==> src/rtl/alu_exec_if.sv <==
// Request/response bundle for the ALU execute stage.
// Master drives the operation request; slave returns the registered result.
interface alu_exec_if #(
  parameter int XLEN = 32
);
  logic            in_valid;
  logic            in_ready;
  logic [1:0]      alu_op;
  logic [4:0]      funct;
  logic [XLEN-1:0] a;
  logic [XLEN-1:0] b;
  logic            out_valid;
  logic [XLEN-1:0] result;
  logic            zero;
  logic            illegal;
  logic            busy;

  modport master (
    output in_valid, alu_op, funct, a, b,
    input  in_ready, out_valid, result, zero, illegal, busy
  );

  modport slave (
    input  in_valid, alu_op, funct, a, b,
    output in_ready, out_valid, result, zero, illegal, busy
  );
endinterface

==> src/rtl/alu_exec_pipeline.sv <==
// Single-issue ALU execute stage with registered outputs and an
// iterative shift-add multiplier (one step per cycle).
module alu_exec_pipeline #(
  parameter int XLEN   = 32,
  parameter bit MUL_EN = 1'b1
) (
  input logic       clk,
  input logic       reset,
  alu_exec_if.slave io
);
  localparam int SHW = $clog2(XLEN);
  localparam logic [SHW-1:0] CNT_LAST = SHW'(XLEN - 1);

  typedef enum logic {
    S_IDLE,
    S_MUL
  } state_t;

  typedef enum logic [3:0] {
    OP_ADD, OP_SUB, OP_SLL, OP_SLT,
    OP_SLTU, OP_XOR, OP_SRL, OP_SRA,
    OP_OR, OP_AND, OP_MUL
  } op_t;

  state_t          state_q, state_d;
  logic [XLEN-1:0] mcand_q, mcand_d;
  logic [XLEN-1:0] mplier_q, mplier_d;
  logic [XLEN-1:0] acc_q, acc_d;
  logic [SHW-1:0]  cnt_q, cnt_d;
  logic [XLEN-1:0] result_q, result_d;
  logic            zero_q, zero_d;
  logic            illegal_q, illegal_d;
  logic            out_valid_q, out_valid_d;

  op_t             op;
  logic            ill;
  logic [2:0]      f3;
  logic            f7_5;
  logic            f7_0;
  logic [SHW-1:0]  shamt;
  logic [XLEN-1:0] alu_res;
  logic [XLEN-1:0] acc_step;
  logic            take;

  function automatic op_t base_op(
    input logic [2:0] fn3,
    input logic       alt
  );
    op_t r;
    r = OP_ADD;
    unique case (fn3)
      3'b000: if (alt) r = OP_SUB;
      3'b001: r = OP_SLL;
      3'b010: r = OP_SLT;
      3'b011: r = OP_SLTU;
      3'b100: r = OP_XOR;
      3'b101: if (alt) r = OP_SRA;
              else r = OP_SRL;
      3'b110: r = OP_OR;
      default: r = OP_AND;
    endcase
    return r;
  endfunction

  assign f3    = io.funct[2:0];
  assign f7_5  = io.funct[3];
  assign f7_0  = io.funct[4];
  assign shamt = io.b[SHW-1:0];

  always_comb begin
    op  = OP_ADD;
    ill = 1'b0;
    unique case (1'b1)
      (io.alu_op == 2'b00): op = OP_ADD;
      (io.alu_op == 2'b01): op = OP_SUB;
      (io.alu_op == 2'b10): begin
        if (f7_0) begin
          if (f3 == 3'b000 && !f7_5 && MUL_EN)
            op = OP_MUL;
          else
            ill = 1'b1;
        end else if (f7_5 && f3 != 3'b000
                     && f3 != 3'b101) begin
          ill = 1'b1;
        end else begin
          op = base_op(f3, f7_5);
        end
      end
      default: begin
        // I-type: only the shift-right variant honours f7_5
        if (f3 == 3'b001 && f7_5)
          ill = 1'b1;
        else
          op = base_op(f3, f7_5 && f3 == 3'b101);
      end
    endcase
  end

  always_comb begin
    alu_res = '0;
    unique case (op)
      OP_ADD:  alu_res = io.a + io.b;
      OP_SUB:  alu_res = io.a - io.b;
      OP_SLL:  alu_res = io.a << shamt;
      OP_SLT:  alu_res = {{(XLEN-1){1'b0}},
                          $signed(io.a) < $signed(io.b)};
      OP_SLTU: alu_res = {{(XLEN-1){1'b0}}, io.a < io.b};
      OP_XOR:  alu_res = io.a ^ io.b;
      OP_SRL:  alu_res = io.a >> shamt;
      OP_SRA:  alu_res = $signed(io.a) >>> shamt;
      OP_OR:   alu_res = io.a | io.b;
      OP_AND:  alu_res = io.a & io.b;
      default: alu_res = '0;
    endcase
  end

  assign acc_step = acc_q + (mplier_q[0] ? mcand_q : '0);
  assign take     = io.in_valid && io.in_ready;

  always_comb begin
    state_d     = state_q;
    mcand_d     = mcand_q;
    mplier_d    = mplier_q;
    acc_d       = acc_q;
    cnt_d       = cnt_q;
    result_d    = result_q;
    zero_d      = zero_q;
    illegal_d   = illegal_q;
    out_valid_d = 1'b0;
    unique case (state_q)
      S_IDLE: begin
        if (take) begin
          if (!ill && op == OP_MUL) begin
            mcand_d  = io.a;
            mplier_d = io.b;
            acc_d    = '0;
            cnt_d    = '0;
            state_d  = S_MUL;
          end else begin
            result_d    = ill ? '0 : alu_res;
            zero_d      = ill || (alu_res == '0);
            illegal_d   = ill;
            out_valid_d = 1'b1;
          end
        end
      end
      default: begin
        acc_d    = acc_step;
        mcand_d  = mcand_q << 1;
        mplier_d = mplier_q >> 1;
        cnt_d    = cnt_q + SHW'(1);
        if (cnt_q == CNT_LAST) begin
          result_d    = acc_step;
          zero_d      = (acc_step == '0);
          illegal_d   = 1'b0;
          out_valid_d = 1'b1;
          cnt_d       = '0;
          state_d     = S_IDLE;
        end
      end
    endcase
  end

  always_ff @(posedge clk) begin
    if (reset) begin
      state_q     <= S_IDLE;
      mcand_q     <= '0;
      mplier_q    <= '0;
      acc_q       <= '0;
      cnt_q       <= '0;
      result_q    <= '0;
      zero_q      <= 1'b0;
      illegal_q   <= 1'b0;
      out_valid_q <= 1'b0;
    end else begin
      state_q     <= state_d;
      mcand_q     <= mcand_d;
      mplier_q    <= mplier_d;
      acc_q       <= acc_d;
      cnt_q       <= cnt_d;
      result_q    <= result_d;
      zero_q      <= zero_d;
      illegal_q   <= illegal_d;
      out_valid_q <= out_valid_d;
    end
  end

  assign io.in_ready  = (state_q == S_IDLE) && !reset;
  assign io.busy      = (state_q == S_MUL);
  assign io.out_valid = out_valid_q;
  assign io.result    = result_q;
  assign io.zero      = zero_q;
  assign io.illegal   = illegal_q;
endmodule

==> src/flat_wrapper.sv <==
// flat-port wrapper written by rule: the top's interface ports become plain ports
module alu_exec_pipeline_flat 
#(
  parameter int XLEN   = 32,
  parameter bit MUL_EN = 1'b1
)
  (clk, reset, io_in_valid, io_alu_op, io_funct, io_a, io_b, io_in_ready, io_out_valid, io_result, io_zero, io_illegal, io_busy);
  alu_exec_if #(.XLEN(XLEN)) io_i ();
  input logic clk;
  input logic reset;
  input wire logic [$bits(io_i.in_valid)-1:0] io_in_valid;
  input wire logic [$bits(io_i.alu_op)-1:0] io_alu_op;
  input wire logic [$bits(io_i.funct)-1:0] io_funct;
  input wire logic [$bits(io_i.a)-1:0] io_a;
  input wire logic [$bits(io_i.b)-1:0] io_b;
  output wire logic [$bits(io_i.in_ready)-1:0] io_in_ready;
  output wire logic [$bits(io_i.out_valid)-1:0] io_out_valid;
  output wire logic [$bits(io_i.result)-1:0] io_result;
  output wire logic [$bits(io_i.zero)-1:0] io_zero;
  output wire logic [$bits(io_i.illegal)-1:0] io_illegal;
  output wire logic [$bits(io_i.busy)-1:0] io_busy;
  assign io_i.in_valid = io_in_valid;
  assign io_i.alu_op = io_alu_op;
  assign io_i.funct = io_funct;
  assign io_i.a = io_a;
  assign io_i.b = io_b;
  assign io_in_ready = io_i.in_ready;
  assign io_out_valid = io_i.out_valid;
  assign io_result = io_i.result;
  assign io_zero = io_i.zero;
  assign io_illegal = io_i.illegal;
  assign io_busy = io_i.busy;
  alu_exec_pipeline #(.XLEN(XLEN), .MUL_EN(MUL_EN)) u_core (.clk(clk), .reset(reset), .io(io_i));
endmodule
==> config.mk <==
export PLATFORM = sky130hd
export DESIGN_NAME = alu_exec_pipeline_flat
export DESIGN_NICKNAME = d
export VERILOG_FILES = /design/src/rtl/alu_exec_if.sv /design/src/rtl/alu_exec_pipeline.sv /design/src/flat_wrapper.sv
export SDC_FILE = /design/constraint.sdc
export NUM_CORES = 1
export LEC_CHECK = 0
export ABC_AREA = 0
export BUFFER_PORTS_ARGS = -buffer_cell sky130_fd_sc_hd__buf_2
export CAP_MARGIN = 10
export CORE_UTILIZATION = 45
export DETAILED_ROUTE_END_ITERATION = 10
export PLACE_DENSITY = 0.61
export SYNTH_ARGS = -nofsm -noshare
export SYNTH_HDL_FRONTEND = slang
export SYNTH_SLANG_ARGS = --single-unit
==> constraint.sdc <==
create_clock -name clk -period 5.2 [get_ports clk]
set_clock_uncertainty 0.15 [all_clocks]
set_input_delay 0.26 -clock clk [delete_from_list [all_inputs] [get_ports clk]]
set_output_delay 0.26 -clock clk [all_outputs]
set_load 0.01 [all_outputs]
After elaboration in Yosys (flattened, before gate mapping)
Cells that the tools add are included.
- $add $sub $neg: 4
- magnitude comparators: 2
- equal/unequal tests: 22
- shifts and indexed selects: 3
- muxes and demuxes: 52
- bitwise logic cells: 4
- reductions and logical operators: 25
- operator list (operator ; number):
    32-bit 2-to-1 mux ; 12
    32-bit case mux with 10 select lines ; 1
    31-bit 2-to-1 mux ; 3
    32-bit adder ; 2
    32-bit logical NOT ; 2
    32-bit < comparator ; 2
    4-bit case mux with 7 select lines ; 2
    32-bit AND ; 1
    32-bit bitwise OR ; 1
    32-bit by 5-bit << shifter with 32-bit output ; 1
    32-bit by 5-bit right shift with 32-bit output ; 1
    32-bit by 5-bit >>> shifter with 32-bit output ; 1
    32-bit subtractor ; 1
    32-bit bitwise XOR ; 1
    1-bit 2-to-1 mux ; 24
    5-bit 2-to-1 mux ; 4
    4-bit by 3-bit == test with 1-bit output (second input constant) ; 4
    4-bit 2-to-1 mux ; 4
    4-bit == test (second input constant) ; 3
    4-bit case mux with 3 select lines ; 1
    3-bit == test (second input constant) ; 3
    4-bit by 2-bit == test with 1-bit output (second input constant) ; 2
    1-bit logical AND ; 8
    3-bit by 2-bit == test with 1-bit output (second input constant) ; 2
    21 further kinds ; 26
- bits in registers: 137
- input bits: 74
- output and inout port bits: 37
- word-level logic and storage cells: 123

Longest topological paths before layout
- word-level depth: 13
- mapped depth: 19
- mapped depth without buffers: 16

Worst setup path after synthesis
Ideal clock, no wire load.
- path kind: in2reg
- start point: input io_b[3]
- end point: register u_core.result_q[31] (netlist: u_core.io.result[31])
- setup time: 86 ps
- arrival: 4376 ps
- required time: 4964 ps
- setup slack: 589 ps
- stages: 19
- buffers on the path: 5
- path through: buf_2 -> inv_1 -> buf_1 -> clkbuf_1 -> clkbuf_1 -> ha_1 -> clkbuf_1 -> a21o_1 -> nand2_1 -> a21oi_1 -> or4b_2 -> o2111ai_2 -> a2111oi_0 -> o21a_1 -> o21ai_1 -> mux2i_1 -> a211oi_1 -> o21a_1 -> a211oi_1
- word-level cells in the longest chain between the ends: 6
- elaborated cells on any way between the ends: 10
- classes of those cells: add/sub: 2; shift: 3; mux: 5
- ends and longest elaborated chain (item ; line ; RTL):
    start: declaration ; flat_wrapper.sv:15 ; input wire logic [$bits(io_i.b)-1:0] io_b;
    32-bit subtractor (tied with other cells) ; alu_exec_pipeline.sv:103 ; OP_SUB: alu_res = io.a - io.b;
    32-bit case mux with 10 select lines * ; alu_exec_pipeline.sv:101 ; unique case (op)
    32-bit 2-to-1 mux * ; alu_exec_pipeline.sv:140 ; result_d = ill ? '0 : alu_res;
    32-bit 2-to-1 mux * ; alu_exec_pipeline.sv:133 ; if (!ill && op == OP_MUL) begin
    32-bit 2-to-1 mux * ; alu_exec_pipeline.sv:132 ; if (take) begin
    32-bit 2-to-1 mux * ; alu_exec_pipeline.sv:130 ; unique case (state_q)
    end signal: assignment ; alu_exec_pipeline.sv:181 ; result_q <= result_d;
    end: declaration ; alu_exec_pipeline.sv:30 ; logic [XLEN-1:0] result_q, result_d;
Mark *: on every way between the ends. The rest lies on a longest branch, timed or not. The select of a mux whose other input is x is not followed.
A chain may end at the register's enable or synchronous reset.

Worst setup path in the final report
- start point: register u_core.mplier_q[0]
- end point: register u_core.zero_q (netlist: u_core.io.zero)
- word-level cells in the longest chain between the ends: 5
- ends and longest elaborated chain (item ; line ; RTL):
    start: declaration ; alu_exec_pipeline.sv:27 ; logic [XLEN-1:0] mplier_q, mplier_d;
    start signal: assignment ; alu_exec_pipeline.sv:178 ; mplier_q <= mplier_d;
    32-bit 2-to-1 mux ; alu_exec_pipeline.sv:117 ; assign acc_step = acc_q + (mplier_q[0] ? mcand_q : '0);
    32-bit adder ; alu_exec_pipeline.sv:117 ;
    32-bit logical NOT ; alu_exec_pipeline.sv:154 ; zero_d = (acc_step == '0);
    1-bit 2-to-1 mux ; alu_exec_pipeline.sv:152 ; if (cnt_q == CNT_LAST) begin
    1-bit 2-to-1 mux ; alu_exec_pipeline.sv:130 ;
    end signal: assignment ; alu_exec_pipeline.sv:182 ; zero_q <= zero_d;
    end: declaration ; alu_exec_pipeline.sv:31 ; logic zero_q, zero_d;
No other way between the ends. The select of a mux whose other input is x is not followed.

==> results.md <==
* Run status: complete, no violations
* TritonCTS clock tree: built
* Launch point of the worst hold path: reset
* Crit end category: register
* Clock Sink Count at 137
* Average vias per placed instance at 6.88
* Global router's overall resource usage at 42.8%
* Top area cells in the synthesized netlist: sky130_fd_sc_hd__dfxtp_1 (15%), sky130_fd_sc_hd__ha_1 (9.0%), sky130_fd_sc_hd__mux4_2 (8.0%)
* Ratio of total power to cell area at 202 mW/mm^2
* Number of setup buffers added after CTS at 0
* Leftover overflow at the end of global routing at 0
* Share of Yosys cell area claimed by the top area cell type at 15.1%
* Cell family with the largest share of critical-path delay: compound AO/OA/AOI/OAI gates
* Maximum VDD drop at 0.200 mV
* Final RePlAce weighted congestion at 1.06
* DR vias at 21,170
* Post-synthesis register bit count at 137
* Drt drc at 0
* Number of unique standard cell types used by synthesis at 88
* Switching portion of total power at 41.8%
* Slowest stage cell on the critical path: sky130_fd_sc_hd__dfxtp_1
* Count of antenna-violating nets left after detailed routing at 0
* Critical R2R Capture: u_core.io.zero$_SDFFE_PP0P_
* Final critical delay including setup and external delays at 4.57 ns
* Fraction of layout cells with a size suffix above 1 at 14.5%
* Cell taking the most area after synthesis: sky130_fd_sc_hd__dfxtp_1
* Detailed Route WL at 89,200 microns
* Worst relative slew slack at 25.7%
* Crit path buf inv count at 1
* Horizontal extent of the die at 203 microns
* Number of stages on the worst hold path at 2
* Critical Path Fanout Max at 14
* Part of the total power dissipated in the clock network at 30.5%
* Hold Vio Cnt, Final at 0
* Global Route met1 Usage at 55.0%
* Post-route design area at 0.0198 sq mm
* Data arrival time of the worst path at 4.82 ns
* Startpoint of the worst-slack reg-to-reg timing path: u_core.mplier_q[0]$_SDFFE_PP0P_
* Number of port buffers at 110
* Global-route track usage on met2 at 64.3%
* Combined area of all synthesized cells at 0.0181 sq mm
* Detailed Place HPWL at 69,000 microns
* Clock tree root driver cell: sky130_fd_sc_hd__clkbuf_16
* Number of instances resized during post-cts repair at 0
* Vias in the first global route at 19,776
* Util after Layout at 49.9%
* Number of iterations in the first detailed-routing pass at 6
* Antenna violations before repair at 0
* Antenna diode count at 0
* Insertion delay to the later sink of the worst-skew pair at 0.47 ns
* Max-capacitance violation count at 0
* Highest cell delay on the worst timing path at 0.65 ns
* Async set or reset register ratio after synthesis at 0%
* Detailed router's first-iteration violation count at 2,619
* Data required time of the worst path at 5.45 ns
* Crit Path Category: register to register
* Hold Path Class: input port to register
* Die extent in y at 203 microns
* Initial core utilization at 45.6%
* Gate Count Post-Synth at 2,538
* Average size of a mapped cell at 7.14 sq um
* Core region area at 0.0397 sq mm
* Maximum operating frequency at 219 MHz
* Sort of element at the start of the critical path: register
* Area overhead of the layout relative to synthesis at 9.42%
* Synthesized netlist net count at 2,745
* Io pins at 111
* Setup repair after global routing missed its margin: no
* Hold path endpoint: u_core.mplier_q[25]$_SDFFE_PP0P_
* Routed WL per cell at 29.0 microns
* Number of max-slew violations in the final report at 0
* Longest Clk Path Bufs at 2
* Fraction of the yosys area taken by sequential cells at 15.1%
* Area after DPL at 0.0192 sq mm
* Full die area at 0.0411 sq mm
* FILL cells at 4,049
* Part of the total power dissipated in combinational logic at 42.4%
* Gr busiest metal: met2
* Level count of the clock H-tree at 4
* Switch Pwr at 0.00167 W
* Pin count of the biggest net entering global routing at 102
* Top FF cell, synth: sky130_fd_sc_hd__dfxtp_1
* Setup_tns at 0 ns
* Hold-fix buffer count after cts at 0
* EDFF count, synth at 0
* Internal power consumption at 0.00233 W
* Seq pwr share at 27.1%
* Least-Margin Pin Slew at 1.10 ns
* Worst Reg-to-Reg Cells at 15
* List of cells traversed by the critical path: and2_1 > ha_1 > a21oi_1 > o21ai_0 > o31a_1 > a21oi_1 > xnor2_1 > or4_1 > nor4_1 > buf_4 > nand4b_1 > a2111o_1 > nor4_1 > a41oi_1 > o21ai_1
* Static power due to leakage at 8.19 nW
* Hold slack final at 0.0567 ns
* TritonCTS buffer count at 17
* Area used by multi-input combinational logic at 0.0140 sq mm
* Number of nets in the layout at 2,746
* Row cnt at 73
* Number of synthesis warnings at 0
* Final-report setup violation count at 0
* Clock-pin slew of the registers on the worst-case setup and hold paths at 0.06 ns
* Seq. cell area at 0.00275 sq mm
* Final cycle utilization of the critical path at 87.9%
* Register-to-Register Setup Slack at 0.63 ns
* Met3 usage in global routing at 9.79%
* Global-route wire length before repair at 131,000 microns
==> worst max path at each step <==
stage | startpoint | slack [ns] | cells past startpoint | endpoint
after floorplan | io_b[3] | 0.59 | 19 | u_core.io.result[31]$_SDFFE_PP0P_
after global placement | io_b[1] | 0.51 | 14 | u_core.io.zero$_SDFFE_PP0P_
after detailed placement | io_a[6] | 0.39 | 16 | u_core.io.result[31]$_SDFFE_PP0P_
after CTS | u_core.mplier_q[0]$_SDFFE_PP0P_ | 0.67 | 15 | u_core.io.zero$_SDFFE_PP0P_
after global routing | u_core.mplier_q[0]$_SDFFE_PP0P_ | 0.28 | 15 | u_core.io.zero$_SDFFE_PP0P_
final | u_core.mplier_q[0]$_SDFFE_PP0P_ | 0.63 | 15 | u_core.io.zero$_SDFFE_PP0P_
==> stage by stage <==
| stage | setup slack, ns | total power [W] | cells |
|---|---|---|---|
| floorplan | 0.589 | 0.00210 | 2538 |
| global placement | 0.509 | 0.00274 | 3045 |
| detailed placement | 0.392 | 0.00273 | 3045 |
| CTS | 0.675 | 0.00395 | 3077 |
| global route | 0.277 | 0.00414 | 3077 |
| finish | 0.627 | 0.00400 | 3077 |
==> placed cells by master (no fill, tap or decap), types with 60 or more instances in the layout <==
cell type,Yosys,final
sky130_fd_sc_hd__nand3_1,61,60
sky130_fd_sc_hd__nand2_1,346,345
sky130_fd_sc_hd__nor2_1,237,234
sky130_fd_sc_hd__ha_1,130,130
sky130_fd_sc_hd__a21oi_1,278,278
sky130_fd_sc_hd__buf_4,5,102
sky130_fd_sc_hd__o21ai_0,107,107
sky130_fd_sc_hd__mux4_2,64,64
sky130_fd_sc_hd__buf_2,33,106
sky130_fd_sc_hd__dfxtp_1,137,136
sky130_fd_sc_hd__inv_1,108,108
==> state kept, by name, indices dropped and copies added, names as in the netlist <==
register,count
u_core.io.illegal,1
u_core.io.result,32
u_core.cnt_q,5
u_core.io.busy,1
u_core.io.zero,1
u_core.acc_q,32
u_core.mcand_q,32
u_core.io.out_valid,1
u_core.mplier_q,32
==> worst reg2reg max path: stages, from the launching register on <==
cell,delay (ns)
sky130_fd_sc_hd__dfxtp_1,0.65
sky130_fd_sc_hd__and2_1,0.28
sky130_fd_sc_hd__ha_1,0.34
sky130_fd_sc_hd__a21oi_1,0.29
sky130_fd_sc_hd__o21ai_0,0.25
sky130_fd_sc_hd__o31a_1,0.38
sky130_fd_sc_hd__a21oi_1,0.18
sky130_fd_sc_hd__xnor2_1,0.11
sky130_fd_sc_hd__or4_1,0.53
sky130_fd_sc_hd__nor4_1,0.19
sky130_fd_sc_hd__buf_4,0.17
sky130_fd_sc_hd__nand4b_1,0.13
sky130_fd_sc_hd__a2111o_1,0.44
sky130_fd_sc_hd__nor4_1,0.18
sky130_fd_sc_hd__a41oi_1,0.15
sky130_fd_sc_hd__o21ai_1,0.10
==> power groups by stage <==
stage	logic (W)	clock network [W]	registers [W]
final	0.00170	0.00122	0.00108
after CTS	0.00163	0.00124	0.00109
after global placement	0.00163	0	0.00111
after floorplan	0.000991	0	0.00111
after global routing	0.00177	0.00128	0.00109
after detailed placement	0.00162	0	0.00111
==> kinds of logic (layout without fill, tap and decap cells) <==
kind of cell               after synthesis  count (layout)  synth area share, %
buffers and inverters                  340             354                 7.54
and+or+nand+nor                        924             924                 23.6
muxes                                  148             148                 12.8
DFF                                    137             137                 15.1
adders and majority gates              133             133                 9.31
xor gates and xnor gates                49              49                 2.37
AOI/OAI and AO/OA                      807             807                 29.3
==> cells in the mapped netlist, drive strengths merged, types with 26 or more instances <==
master	count
a21o	26
dfxtp	137
and2	45
a311oi	28
xnor2	33
nand2	346
a21oi	278
clkbuf	158
ha	130
o21ai	113
a22oi	47
a211oi	38
mux2i	59
o211ai	32
buf	73
nand3	61
a31oi	32
nor3	59
nor2	237
inv	108
mux4	64
==> area by class of cell <==
class | count | share of cell area, %
tap | 525 | 3.31
clock buffer | 18 | 2.22
clock inverter | 14 | 0.694
timing repair buffer | 213 | 7.04
sequential | 137 | 13.9
multi-input combinational | 2061 | 70.8
inverter | 109 | 2.06
==> layer usage <==
layer  part of all wire [%]  wire [microns]
met1                     40           35300
met2                     43           38500
met4                    7.1            6370
met5                      0               0
met3                     10            9110
No activity file was read; power rests on OpenSTA's default activity.
